==> src/rtl/mult_test_pkg.sv <==
// Shared types and constants for the multiplier self-test engine:
// FSM state encoding, mode encodings, LFSR definition, corner-set size.
package mult_test_pkg;

    typedef enum logic [1:0] {
        ST_IDLE  = 2'd0,
        ST_RUN   = 2'd1,
        ST_DRAIN = 2'd2,
        ST_DONE  = 2'd3
    } state_t;

    localparam logic [1:0] MODE_RANDOM = 2'b00;
    localparam logic [1:0] MODE_CORNER = 2'b01;
    localparam logic [1:0] MODE_CONT   = 2'b10;
    localparam logic [1:0] MODE_RSVD   = 2'b11;

    localparam int unsigned LFSR_W = 64;
    // Fibonacci taps 64,63,61,60 (1-based) -> bits 63,62,60,59
    localparam logic [LFSR_W-1:0] LFSR_TAPS = 64'hD800_0000_0000_0000;

    localparam int unsigned CORNER_N = 8;

    // One LFSR step: shift left, feedback into bit 0
    function automatic logic [LFSR_W-1:0] lfsr_next(input logic [LFSR_W-1:0] s);
        return {s[LFSR_W-2:0], ^(s & LFSR_TAPS)};
    endfunction

    // Reserved mode behaves as a single random pass
    function automatic logic [1:0] norm_mode(input logic [1:0] m);
        return (m == MODE_RSVD) ? MODE_RANDOM : m;
    endfunction

endpackage

==> src/rtl/exp_fifo.sv <==
// Expected-product FIFO: DEPTH entries of DW bits, registered count/full/empty.
// Ports: clk, rst_n, clr (synchronous flush), push/wdata, pop/rdata (head),
//        count, full, empty. Push when full and pop when empty are ignored.
module exp_fifo #(
    parameter int unsigned DEPTH = 4,
    parameter int unsigned DW    = 64
) (
    input  logic                   clk,
    input  logic                   rst_n,
    input  logic                   clr,
    input  logic                   push,
    input  logic                   pop,
    input  logic [DW-1:0]          wdata,
    output logic [DW-1:0]          rdata,
    output logic [$clog2(DEPTH):0] count,
    output logic                   full,
    output logic                   empty
);
    localparam int unsigned AW = $clog2(DEPTH);
    localparam int unsigned CW = AW + 1;

    logic [DW-1:0] mem [DEPTH];
    logic [AW-1:0] wr_ptr;
    logic [AW-1:0] rd_ptr;
    logic          do_push;
    logic          do_pop;
    logic [CW-1:0] count_d;

    // Guarded handshakes and next occupancy
    always_comb begin
        do_push = push && !full;
        do_pop  = pop && !empty;
        count_d = clr ? '0 : (count + CW'(do_push) - CW'(do_pop));
    end

    // Pointers and flags
    always_ff @(posedge clk or negedge rst_n) begin
        if (!rst_n) begin
            wr_ptr <= '0;
            rd_ptr <= '0;
            count  <= '0;
            full   <= 1'b0;
            empty  <= 1'b1;
        end else begin
            if (clr) begin
                wr_ptr <= '0;
                rd_ptr <= '0;
            end else begin
                if (do_push) wr_ptr <= wr_ptr + AW'(1);
                if (do_pop)  rd_ptr <= rd_ptr + AW'(1);
            end
            count <= count_d;
            full  <= (count_d == CW'(DEPTH));
            empty <= (count_d == '0);
        end
    end

    // Storage, no reset needed
    always_ff @(posedge clk) begin
        if (do_push && !clr) mem[wr_ptr] <= wdata;
    end

    assign rdata = mem[rd_ptr];

endmodule

==> src/rtl/mult_selftest.sv <==
// Built-in self-test engine for a W x W multiplier behind a valid/ready port.
// Issues LFSR or corner-case operand pairs, queues expected products and
// checks returned results in order.
// Ports: clk, rst_n, start (rising edge launches), mode; op_valid/op_ready/
//        op_a/op_b to the multiplier; res_valid/res_p from it; status busy,
//        done, all_passed, current_passed, err_count (saturating), vec_count.
module mult_selftest
    import mult_test_pkg::*;
#(
    parameter int unsigned W     = 32,
    parameter int unsigned N_VEC = 1024,
    parameter int unsigned DEPTH = 4,
    parameter int unsigned ERR_W = 4,
    parameter logic [63:0] SEED  = 64'hACE1_0000_0000_0001
) (
    input  logic             clk,
    input  logic             rst_n,
    input  logic             start,
    input  logic [1:0]       mode,
    output logic             op_valid,
    input  logic             op_ready,
    output logic [W-1:0]     op_a,
    output logic [W-1:0]     op_b,
    input  logic             res_valid,
    input  logic [2*W-1:0]   res_p,
    output logic             busy,
    output logic             done,
    output logic             all_passed,
    output logic             current_passed,
    output logic [ERR_W-1:0] err_count,
    output logic [31:0]      vec_count
);
    localparam int unsigned PW          = 2 * W;
    localparam int unsigned CW          = $clog2(DEPTH) + 1;
    localparam logic [31:0] RAND_LAST   = 32'(N_VEC - 1);
    localparam logic [31:0] CORNER_LAST = 32'(CORNER_N - 1);
    localparam logic [CW-1:0] DEPTH_C   = CW'(DEPTH);

    // Corner operand pair {a, b} for index 0..7
    function automatic logic [PW-1:0] corner_pair(input logic [2:0] idx);
        logic [W-1:0] max_v;
        logic [W-1:0] msb_v;
        logic [W-1:0] alt_v;
        logic [W-1:0] one_v;
        max_v = '1;
        msb_v = '0;
        msb_v[W-1] = 1'b1;
        one_v = W'(1);
        alt_v = '0;
        // 0101... read from the MSB down
        for (int unsigned i = 0; i < W; i++) begin
            if (((W - 1 - i) % 2) == 1) alt_v[i] = 1'b1;
        end
        case (idx)
            3'd0:    return {{W{1'b0}}, {W{1'b0}}};
            3'd1:    return {{W{1'b0}}, max_v};
            3'd2:    return {max_v, {W{1'b0}}};
            3'd3:    return {max_v, max_v};
            3'd4:    return {one_v, max_v};
            3'd5:    return {max_v, one_v};
            3'd6:    return {msb_v, msb_v};
            default: return {alt_v, ~alt_v};
        endcase
    endfunction

    function automatic logic [PW-1:0] pick_ops(input logic [1:0] m, input logic [63:0] s,
                                               input logic [2:0] idx);
        if (m == MODE_CORNER) return corner_pair(idx);
        return {s[W-1:0], s[63:64-W]};
    endfunction

    state_t          state_q;
    state_t          state_d;
    logic            start_q;
    logic [1:0]      mode_q;
    logic [63:0]     lfsr_q;
    logic [31:0]     issue_cnt_q;

    logic            launch;
    logic            active;
    logic            cont;
    logic            push;
    logic            pop;
    logic            mismatch;
    logic            last_issue;
    logic            op_valid_d;
    logic [1:0]      mode_sel;
    logic [63:0]     lfsr_adv;
    logic [PW-1:0]   ops_launch;
    logic [PW-1:0]   ops_adv;
    logic [PW-1:0]   prod;
    logic [CW-1:0]   count_d;

    logic [CW-1:0]   fifo_count;
    logic            fifo_full;
    logic            fifo_empty;
    logic [PW-1:0]   fifo_head;

    // Handshake, compare and operand-generation decode
    always_comb begin
        launch     = start && !start_q && (state_q == ST_IDLE || state_q == ST_DONE);
        active     = (state_q == ST_RUN) || (state_q == ST_DRAIN);
        cont       = (mode_q == MODE_CONT);
        push       = op_valid && op_ready && (state_q == ST_RUN) && !fifo_full;
        pop        = active && res_valid && !fifo_empty;
        mismatch   = active && res_valid && (fifo_empty || (fifo_head != res_p));
        last_issue = push && !cont &&
                     (issue_cnt_q == ((mode_q == MODE_CORNER) ? CORNER_LAST : RAND_LAST));
        prod       = PW'(op_a) * PW'(op_b);
        count_d    = fifo_count + CW'(push) - CW'(pop);
        mode_sel   = norm_mode(mode);
        lfsr_adv   = lfsr_next(lfsr_q);
        ops_launch = pick_ops(mode_sel, SEED, 3'd0);
        ops_adv    = pick_ops(mode_q, lfsr_adv, 3'(issue_cnt_q + 32'd1));
    end

    // Next state and next op_valid
    always_comb begin
        state_d    = state_q;
        op_valid_d = 1'b0;
        case (state_q)
            ST_IDLE, ST_DONE: if (launch) state_d = ST_RUN;
            ST_RUN:   if (last_issue || (cont && !start)) state_d = ST_DRAIN;
            ST_DRAIN: if (fifo_empty) state_d = ST_DONE;
            default:  state_d = ST_IDLE;
        endcase
        // Never offer an operand that would land in a full FIFO
        op_valid_d = (state_d == ST_RUN) && (launch || (count_d < DEPTH_C));
    end

    always_ff @(posedge clk or negedge rst_n) begin
        if (!rst_n) state_q <= ST_IDLE;
        else        state_q <= state_d;
    end

    // Operand issue side
    always_ff @(posedge clk or negedge rst_n) begin
        if (!rst_n) begin
            start_q     <= 1'b0;
            mode_q      <= MODE_RANDOM;
            lfsr_q      <= '0;
            issue_cnt_q <= '0;
            op_valid    <= 1'b0;
            op_a        <= '0;
            op_b        <= '0;
            busy        <= 1'b0;
            done        <= 1'b0;
        end else begin
            start_q  <= start;
            op_valid <= op_valid_d;
            busy     <= (state_d == ST_RUN) || (state_d == ST_DRAIN);
            done     <= (state_d == ST_DONE);
            if (launch) begin
                mode_q       <= mode_sel;
                lfsr_q       <= SEED;
                issue_cnt_q  <= '0;
                {op_a, op_b} <= ops_launch;
            end else if (push) begin
                lfsr_q       <= lfsr_adv;
                issue_cnt_q  <= issue_cnt_q + 32'd1;
                {op_a, op_b} <= ops_adv;
            end
        end
    end

    // Result checking and status
    always_ff @(posedge clk or negedge rst_n) begin
        if (!rst_n) begin
            err_count      <= '0;
            vec_count      <= '0;
            current_passed <= 1'b0;
            all_passed     <= 1'b0;
        end else if (launch) begin
            err_count      <= '0;
            vec_count      <= '0;
            current_passed <= 1'b0;
            all_passed     <= 1'b0;
        end else begin
            if (active && res_valid) begin
                current_passed <= !mismatch;
                if (mismatch) begin
                    all_passed <= 1'b0;
                    if (err_count != '1) err_count <= err_count + ERR_W'(1);
                end
                if (pop) begin
                    if (cont && vec_count == RAND_LAST) begin
                        vec_count  <= '0;
                        all_passed <= (err_count == '0) && !mismatch;
                    end else begin
                        vec_count  <= vec_count + 32'd1;
                    end
                end
            end
            if (state_q == ST_DRAIN && state_d == ST_DONE)
                all_passed <= (err_count == '0) && !mismatch;
        end
    end

    exp_fifo #(
        .DEPTH (DEPTH),
        .DW    (PW)
    ) u_exp_fifo (
        .clk   (clk),
        .rst_n (rst_n),
        .clr   (launch),
        .push  (push),
        .pop   (pop),
        .wdata (prod),
        .rdata (fifo_head),
        .count (fifo_count),
        .full  (fifo_full),
        .empty (fifo_empty)
    );

endmodule
==> config.mk <==
export PLATFORM = sky130hd
export DESIGN_NAME = mult_selftest
export DESIGN_NICKNAME = d
export VERILOG_FILES = /design/src/rtl/mult_test_pkg.sv /design/src/rtl/exp_fifo.sv /design/src/rtl/mult_selftest.sv
export SDC_FILE = /design/constraint.sdc
export NUM_CORES = 2
export LEC_CHECK = 0
export CORE_ASPECT_RATIO = 1.5
export CORE_UTILIZATION = 36
export CTS_BUF_LIST = sky130_fd_sc_hd__clkbuf_4 sky130_fd_sc_hd__clkbuf_8
export DETAILED_ROUTE_END_ITERATION = 8
export PLACE_DENSITY_LB_ADDON = 0.3
export SETUP_SLACK_MARGIN = 0.02
export SYNTH_ARGS = -nofsm -noshare
export SYNTH_HDL_FRONTEND = slang
export SYNTH_SLANG_ARGS = --single-unit
==> constraint.sdc <==
create_clock -name clk -period 6.5 [get_ports clk]
set_input_delay 1.3 -clock clk [delete_from_list [all_inputs] [get_ports clk]]
set_output_delay 1.3 -clock clk [all_outputs]
set_load 0.005 [all_outputs]
==> flow_summary.toml <==
[detailed_routing]
dr.first_iter.drc_count = 1807
first_pass_iters = 8
antenna_left = 0
drt_wl_total_um = 154000
vias = 38300
drc = 30
vias_per_cell = 4.94
wire_per_inst_um = 19.9

[power]
ir_drop_mv = 0.205
swShare_pct = 42.8
comb_power_share_pct = 62.4
seqPwrFrac_pct = 23.4
clkPwrFrac_pct = 14.2
p_leak_uw = 0.0302
total_power_uw = 18200
p_int_uw = 10400
p_switching_uw = 7820
powerDensity_nw_per_um2 = 277

[setup_path]
cp_slowest_cell = "fa_1"
cp.depth = 28
r2r-start = "op_b[2]"
crit_top_cell = "fa_1"
endpoint_kind = "register"
worstPathMaxFanout = 5
critPathMaxStageDelay_ns = 0.61
r2r_cells = 28
critPathRequiredTime_ns = 6.89
arrival_ns = 7.91
critical_path_buf_inv_count = 9
r2r_slack_ns = -1.01
critPathKind = "register to register"
crit_family = "adder cells"
startpoint_type = "register"
r2r-end = "u_exp_fifo.mem[0][60]"

[cells_and_area]
drive_gt1_share_pct = 19.4
fillers = 13800
area_growth_pct = 24.0
nets = 7032
multi_input_area_um2 = 37500
regArea_um2 = 13100
fin_util_pct = 45.0

[timing]
finalCritPeriodShare_pct = 116
holdWs_ns = 0.516
finalClockSkew_ns = 0.0764
setup_tns_ns = -124.92
rsz0062_at_grt = "true"
worst_slew_pin_slew_ns = 1.28
fin_crit_ns = 7.51
max_freq_mhz = 133
maxSlewHeadroom_pct = 14.0
finalHoldViolations = 0
setup_slack_ns = -1.01
setup_viol = 192
drv_slew = 0

[synthesis]
yosys-top-cells-area = "fa_1, edfxtp_1, dfrtp_1"
synthesis.nets = 6438
synthArstFlopShare_pct = 45.6
syn_area_per_cell_um2 = 10.2
syn_area_um2 = 53100
synth_commonest_cells = "fa_1, inv_1, nand2_1, and2_1, ha_1"
synth_top_area_cell = "fa_1"
synth_top_area_share_pct = 33.8
synth_cell_types = 76
synth_seq_cells = 471
synth_edf_count = 256
synth_cells = 5184
synth_seq_area_share_pct = 24.6
ys_dominant_reg_cell = "edfxtp_1"
yosys_warnings = 0
yosysMostFrequentCell = "fa_1"

[clock_tree]
cts.clk_slew.worst_paths_ns = 0.06
cts.path.max_buffers = 3
clock_sinks = 471
cts_buffers = 75
cts_tree = "yes"
cts_hold_buf = 0
htree_levels = 3
clk_latency_ns = 0.72
root_buffer = "clkbuf_8"

[grt]
antenna_found_initial = 1
grtUsageTotal_pct = 20.8
grt_max_degree = 86
grt_overflow = 0
grt_pass1_wl_um = 239000
grt_pass1_vias = 42200

[worst_hold_path]
min_path_cells = 2
hold_start = "lfsr_q[58]"
hold_path.class = "register to register"
min_to = "lfsr_q[59]"

[place]
port_buffers = 175
finalWeightedCongestion = 0.923
place_hpwl_um = 126000

[floorplanning]
start_util_pct = 36.3
die_y_um = 472
ioPinCount = 176
core_area_um2 = 146000
die_w_um = 315
rows = 172
design.die.area_um2 = 149000

[status]
violations = "design-rule violations, negative setup slack"
status = "finished with violations"

[flow_run]
maxCapViolations = 0
-- cell families (layout without fill, tap and decap cells) --
kind of cell | after synthesis | after routing | synth area share, %
AO/OA/AOI/OAI | 449 | 449 | 5.16
XOR/XNOR | 161 | 161 | 2.66
adder cells (fa/ha/maj) | 1183 | 1183 | 40.6
buffers and inverters | 1175 | 1821 | 8.43
flip-flops | 471 | 471 | 24.6
multiplexers | 67 | 67 | 2.77
other | 0 | 2 | 0
AND/OR/NAND/NOR | 1678 | 1678 | 15.8
-- repair_timing --
action / in CTS / in global routing
gates cloned: 1 / 4
pin swaps: 68 / 120
buffers inserted: 42 / 42
resized for setup: 206 / 206
setup endpoints to repair: 196 / 208
-- per-layer routing --
metal,part of all wire (%),GRT usage [%],vias to the layer above
met3,4.3,2.74,258
li1,-,-,17300
met5,0,0,-
met2,53,37.8,861
met4,3.7,7.69,0
met1,39,24.8,19900
-- sequential cells by signal, summed over array words and instances, names as in the netlist, 2 cells and up --
name	cells
u_exp_fifo.mem	256
issue_cnt_q	32
u_exp_fifo.count	3
op_b	32
op_a	32
lfsr_q	64
state_q	2
mode_q	2
vec_count	32
u_exp_fifo.wr_ptr	2
u_exp_fifo.rd_ptr	2
err_count	4
-- layout by cell type, fill, tap and decap left out, types with 29 or more instances in the layout --
master / netlist / routed
clkdlybuf4s50_1: 0 / 174
clkbuf_8: 0 / 84
ha_1: 286 / 243
nand3_1: 50 / 46
fa_2: 0 / 29
buf_12: 0 / 92
and2_1: 606 / 588
a21oi_1: 168 / 136
xor2_1: 105 / 89
ha_4: 0 / 43
nor2_1: 154 / 135
fa_1: 897 / 868
xnor2_1: 56 / 35
nand2_1: 702 / 689
mux4_2: 64 / 64
buf_6: 5 / 60
o21ai_0: 125 / 97
buf_4: 2 / 465
inv_1: 891 / 875
dfrtp_1: 214 / 196
edfxtp_1: 256 / 256
-- final cells by class --
cell class	instances	share of cell area (%)
clock inverter	22	0.276
sequential	471	19.9
multi-input combinational	3538	57.0
timing repair buffer	800	12.0
inverter	892	5.09
clock buffer	107	2.02
antenna	2	0.00761
tap	1914	3.64
-- through the flow --
stage,cell area [um2],cells,setup WS (ns)
floorplan,53400,5184,-0.420
global route,65800,7745,-1.25
global placement,61500,7543,-1.30
CTS,64500,7709,-1.07
detailed placement,61500,7544,-1.41
finish,65800,7746,-1.01
-- worst min-delay path, delay by kind of cell, from the launching register on --
kind | cells | cell delay, ns
AND/OR/NAND/NOR | 2 | 0.12
flip-flops | 1 | 0.36
-- power by group through the flow --
stage	clock (uW)	sequential (uW)	combinational, uW
2_1_floorplan	0	4150	5430
3_3_place_gp	0	4330	10000
3_5_place_dp	0	4340	10200
4_1_cts	2650	4280	11000
5_1_grt	2780	4320	12400
6_report	2590	4270	11400
-- worst max path at each step --
stage	start	to	slack (ns)
after floorplan	op_b[5]	u_exp_fifo.mem[0][61]	-0.42
after global placement	op_b[5]	u_exp_fifo.mem[0][62]	-1.30
after detailed placement	op_b[6]	u_exp_fifo.mem[3][58]	-1.41
after CTS	op_b[2]	u_exp_fifo.mem[3][58]	-1.07
after global routing	op_b[6]	u_exp_fifo.mem[3][58]	-1.25
final	op_b[2]	u_exp_fifo.mem[0][60]	-1.01
Power figures use the tool's default switching activity.
